File: src/rtl/sin_rom_reader_if.sv
// sin_rom_reader_if: valid/ready sample stream between the ROM reader and its consumer.
interface sin_rom_reader_if #(parameter int DW = 16);
    logic          valid;
    logic          ready;
    logic [DW-1:0] data;
    modport master(output valid, data, input ready);
    modport slave(input valid, data, output ready);
endinterface

File: src/rtl/sin_rom_reader.sv
// sin_rom_reader: phase-accumulator read master for a 1-cycle-latency sine ROM,
// buffering samples in a 2-entry FIFO and streaming them out with backpressure.
module sin_rom_reader #(
    parameter int DW = 16,
    parameter int AW = 8,
    parameter int PW = 24,
    parameter int LW = 16
) (
    input  logic          clk,
    input  logic          rst_n,
    input  logic          start,
    input  logic          stop,
    input  logic [PW-1:0] fcw,
    input  logic [PW-1:0] phase_init,
    input  logic [LW-1:0] burst_len,
    output logic          rom_ce,
    output logic [AW-1:0] rom_addr,
    input  logic [DW-1:0] rom_data,
    sin_rom_reader_if.master m,
    output logic          busy,
    output logic          done
);
    localparam logic [1:0] IDLE  = 2'd0;
    localparam logic [1:0] RUN   = 2'd1;
    localparam logic [1:0] DRAIN = 2'd2;

    logic [1:0]    state;
    logic [PW-1:0] phase_acc;
    logic [PW-1:0] fcw_r;
    logic [LW-1:0] remain;
    logic          cont;
    logic          inflight;
    logic          rd_ptr;
    logic          wr_ptr;
    logic [1:0]    occ;
    logic [DW-1:0] mem [2];
    logic          pop;
    logic          issue;

    assign pop     = m.valid & m.ready;
    assign m.valid = occ != 2'd0;
    assign m.data  = mem[rd_ptr];
    // a slot must be free once this cycle's pop and the pending capture are accounted for
    assign issue   = state == RUN && (cont || remain != '0)
                     && ({1'b0, occ} + {2'b0, inflight}) < (3'd2 + {2'b0, pop});
    assign rom_ce   = issue;
    assign rom_addr = phase_acc[PW-1 -: AW];
    assign busy     = state != IDLE;
    assign done     = state == DRAIN && !inflight && occ == 2'd0;

    always_ff @(posedge clk or negedge rst_n) begin
        if (!rst_n) begin
            state     <= IDLE;
            phase_acc <= '0;
            fcw_r     <= '0;
            remain    <= '0;
            cont      <= 1'b0;
            inflight  <= 1'b0;
            rd_ptr    <= 1'b0;
            wr_ptr    <= 1'b0;
            occ       <= 2'd0;
            mem[0]    <= '0;
            mem[1]    <= '0;
        end else begin
            inflight <= issue;
            if (inflight) begin
                mem[wr_ptr] <= rom_data;
                wr_ptr      <= ~wr_ptr;
            end
            if (pop) rd_ptr <= ~rd_ptr;
            occ <= occ + {1'b0, inflight} - {1'b0, pop};
            if (state == IDLE && start) begin
                state     <= RUN;
                fcw_r     <= fcw;
                remain    <= burst_len;
                cont      <= burst_len == '0;
                phase_acc <= phase_init;
            end
            if (issue) begin
                phase_acc <= phase_acc + fcw_r;
                if (!cont) remain <= remain - 1'b1;
            end
            if (state == RUN && (stop || (issue && !cont && remain == LW'(1)))) state <= DRAIN;
            if (done) state <= IDLE;
        end
    end

    assert property (@(posedge clk) disable iff (!rst_n) !(inflight && occ == 2'd2 && !pop));
endmodule

File: src/flat_wrapper.sv
// flat-port wrapper written by rule: the top's interface ports become plain ports
module sin_rom_reader_flat 
#(
    parameter int DW = 16,
    parameter int AW = 8,
    parameter int PW = 24,
    parameter int LW = 16
)
  (clk, rst_n, start, stop, fcw, phase_init, burst_len, rom_ce, rom_addr, rom_data, busy, done, m_valid, m_data, m_ready);
  sin_rom_reader_if #(.DW(DW)) m_i ();
  input  logic clk;
  input  logic rst_n;
  input  logic start;
  input  logic stop;
  input  logic [PW-1:0] fcw;
  input  logic [PW-1:0] phase_init;
  input  logic [LW-1:0] burst_len;
  output logic rom_ce;
  output logic [AW-1:0] rom_addr;
  input  logic [DW-1:0] rom_data;
  output logic busy;
  output logic done;
  output wire logic [$bits(m_i.valid)-1:0] m_valid;
  output wire logic [$bits(m_i.data)-1:0] m_data;
  input wire logic [$bits(m_i.ready)-1:0] m_ready;
  assign m_valid = m_i.valid;
  assign m_data = m_i.data;
  assign m_i.ready = m_ready;
  sin_rom_reader #(.DW(DW), .AW(AW), .PW(PW), .LW(LW)) u_core (.clk(clk), .rst_n(rst_n), .start(start), .stop(stop), .fcw(fcw), .phase_init(phase_init), .burst_len(burst_len), .rom_ce(rom_ce), .rom_addr(rom_addr), .rom_data(rom_data), .m(m_i), .busy(busy), .done(done));
endmodule
File: config.mk
export PLATFORM = sky130hd
export DESIGN_NAME = sin_rom_reader_flat
export DESIGN_NICKNAME = d
export VERILOG_FILES = /design/src/rtl/sin_rom_reader_if.sv /design/src/rtl/sin_rom_reader.sv /design/src/flat_wrapper.sv
export SDC_FILE = /design/constraint.sdc
export NUM_CORES = 1
export LEC_CHECK = 0
export ABC_AREA = 1
export CORE_ASPECT_RATIO = 0.8
export CORE_MARGIN = 10
export CORE_UTILIZATION = 50
export CTS_CLUSTER_DIAMETER = 150
export DETAILED_ROUTE_END_ITERATION = 10
export MAX_ROUTING_LAYER = met4
export PLACE_DENSITY = 0.76
export REMOVE_ABC_BUFFERS = 1
export SYNTH_ARGS = -nofsm -noshare
export SYNTH_HDL_FRONTEND = slang
export SYNTH_SLANG_ARGS = --single-unit
File: constraint.sdc
create_clock -name clk -period 3 [get_ports clk]
set_input_delay 0.75 -clock clk [delete_from_list [all_inputs] [get_ports clk]]
set_output_delay 0.75 -clock clk [all_outputs]
set_load 0.01 [all_outputs]
==> out/metrics.yaml <==
grtUsageTotal_pct: 19.2
synth_mux_area_share_pct: 0.292
synth_edf_count: 0
grt_pass1_wl_mm: 29.1
cts_root_buf: "clkbuf_16"
antenna_cells: 0
cts_buffer_depth: 2
cts_tree: "done"
start_util_pct: 50.8
wl_mm: 17.3
port_buffers: 112
hold_ws_ps: 389
cp_cell_sequence: "clkdlybuf4s50_1, o21ai_2, o21ai_2, nand2_2, nor2_4, nand2_8, inv_6, dlygate4sd2_1"
fmax_mhz: 359
die_area_um2: 18800
synth.area.top_cells: "dfrtp_1, nand2_1, inv_1, ha_1, o21ai_0"
cp-startpoint: "m_ready"
relSlewSlack_pct: 36.7
sw_frac_of_total_pct: 47.5
synthAdderAreaFrac_pct: 5.77
cpMostUsedCell: "o21ai_2"
pwr-share-clk_pct: 12.4
reg2reg_from: "u_core.phase_acc[0]"
ys_types: 40
drc_errors: 0
grt_pass1_vias: 5952
coreArea_um2: 13500
synthTopCellsByCount: "nand2_1, inv_1, dfrtp_1"
p_int_mw: 5.06
post_cts_buffers: 0
synth_seq_cells: 104
synth_seq_area_share_pct: 38.0
end_kind: "output port"
cp_data_arrival_time_ps: 2040
clk_pin_slew_ps: 70
synth_top_cell_by_area: "dfrtp_1"
grt_max_degree: 43
ys.flop_type: "dfrtp_1"
drtIter0Drc: 414
post_synth_xor_area_fraction_pct: 2.68
area_growth_pct: 21.9
cp_top_family: "buffers and inverters"
synth_area_um2: 6860
clock_sinks: 104
syn_inst: 998
cts_buffers: 9
insertion_delay_ps: 350
yosys.area.top_type_share_pct: 38.0
grt_antenna_before_repair: 0
synth_area_per_cell_um2: 6.87
hold_class: "input port to asynchronous set/reset pin"
critPathRequiredTime_ps: 2250
slew_viol_final: 0
r2r_end: "u_core.phase_acc[16]"
rr_worst_depth: 13
layout_setup_ws_ps: 211
die_h_um: 125
worst_pin_slew_ps: 948
synthArstFlopShare_pct: 100
ys_warn_count: 0
finalWeightedCongestion: 0.988
powerDensity_nw_per_um2: 1150
seqPwrFrac_pct: 26.7
setup-tns-final_ps: 0
yosys.area_share.simple_pct: 32.6
synth_top_family_by_area: "simple AND/OR/NAND/NOR gates"
ant_nets: 0
grt_overflow_total: 0
drt_first_pass_iters: 5
utilization_pct: 61.9
critPathSlowestCell: "clkdlybuf4s50_1"
period_share_pct: 93.0
synth_compound_area_share_pct: 9.64
avgViaCountPerCell: 4.88
outcome: "complete, no violations"
dp_hpwl_mm: 13.3
cap_violations: 0
cpPeakStageDelay_ps: 470
hold_viol_final: 0
dp_worst_setup_slack_ps: -82.1
cts_htree_levels: 3
cp_max_fo: 2
ctsHoldBuffers: 0
stdcell_area_um2: 8360
rows: 38
rsz0062_at_grt: "false"
worst-path-stages: 8
comb_power_share_pct: 60.9
setup_violations: 0
rrSetupSlack_ps: 720
fin_crit_ps: 2790
leakagePower_nw: 4.41
crit_end: "rom_ce"
fin_skew_ps: 8.28
peakVddDrop_uv: 482
vias: 6254
drive_above_1_share_pct: 5.36
fin_nets: 1212
die_x_um: 151
placedInstanceArea_um2: 8060
cp-start-kind: "input port"
pin_count: 113
crit_type: "input port to output port"
synth.most_common_cell: "nand2_1"
avgRoutedWirePerCell_um: 13.5
crit_buf_inv: 3
switching_power_mw: 4.57
[worst min-delay path by stage]
stage,startpoint,end,slack [ps],depth (start not counted)
after floorplan,rst_n,u_core.cont,450,0
after global placement,u_core.mem[16],u_core.mem[16],460,2
after detailed placement,u_core.phase_acc[15],u_core.phase_acc[15],470,2
after CTS,rst_n,u_core.remain[6],410,1
after global routing,rst_n,u_core.remain[6],430,1
final,rst_n,u_core.fcw_r[9],390,1
[final cells by class]
| type | instances | area [um^2] |
|---|---|---|
| Sequential cell | 104 | 2600 |
| Fill cell | 1266 | 5140 |
| Inverter | 139 | 527 |
| Tap cell | 180 | 225 |
| Timing Repair Buffer | 123 | 1210 |
| Clock buffer | 10 | 229 |
| Multi-Input combinational cell | 719 | 3500 |
| Clock inverter | 6 | 68.8 |
[cell families after synthesis]
family / Yosys count
simple gates: 547
fa+ha+maj: 31
buf+inv: 175
mux: 2
flops: 104
compound gates: 118
xor+xnor: 21
[power groups by stage]
stage	Combinational, mW	Clock (mW)	Sequential, mW
finish	5.87	1.19	2.58
global route	6.72	1.27	2.66
CTS	5.89	1.21	2.57
detailed placement	5.85	0	2.59
global placement	5.75	0	2.57
floorplan	4.10	0	2.52
[routing by layer]
layer	part of all wire, %	up-vias	GRT usage (%)
met2	45	121	29.3
met3	3.7	13	3.41
met5	0	-	-
met4	0.97	0	4.01
li1	-	3271	-
met1	51	2849	26.0
[sequential cells by signal (all words and copies together) (netlist names)]
register / cells
u_core.rd_ptr: 1
u_core.fcw_r: 24
u_core.remain: 16
u_core.cont: 1
u_core.state: 2
u_core.inflight: 1
u_core.phase_acc: 24
u_core.wr_ptr: 1
u_core.mem: 32
u_core.occ: 2
[cells in the final DEF (no fill, tap or decap), types with 3 or more instances in the layout]
| master | Yosys | final |
|---|---|---|
| clkdlybuf4s50_1 | 0 | 110 |
| nand3_1 | 39 | 39 |
| inv_2 | 3 | 3 |
| xor2_1 | 14 | 14 |
| nor2_1 | 53 | 53 |
| o21ai_0 | 72 | 72 |
| buf_4 | 9 | 11 |
| nand2_1 | 420 | 419 |
| a21oi_2 | 3 | 3 |
| xnor2_1 | 7 | 7 |
| o21ai_2 | 9 | 9 |
| nor3_1 | 7 | 7 |
| inv_1 | 134 | 134 |
| o21ai_1 | 5 | 5 |
| dfrtp_1 | 104 | 104 |
| nor4_1 | 4 | 4 |
| ha_1 | 30 | 30 |
| nand2_2 | 2 | 3 |
| a21oi_1 | 23 | 23 |
| nand4_1 | 8 | 8 |
| clkbuf_16 | 0 | 9 |
[per-stage QoR]
| step | std cells | total power, mW |
|---|---|---|
| after floorplan | 962 | 6.62 |
| after global placement | 1265 | 8.31 |
| after detailed placement | 1265 | 8.44 |
| after CTS | 1281 | 9.67 |
| after global routing | 1281 | 10.7 |
| final | 1281 | 9.63 |
[what timing repair did]
item | in CTS | in global routing
endpoints found under the hold margin | 0 | 0
resized for setup | 1 | 0
setup endpoints to repair | 1 | 0
Note: power is estimated with default switching activity, not from simulation.
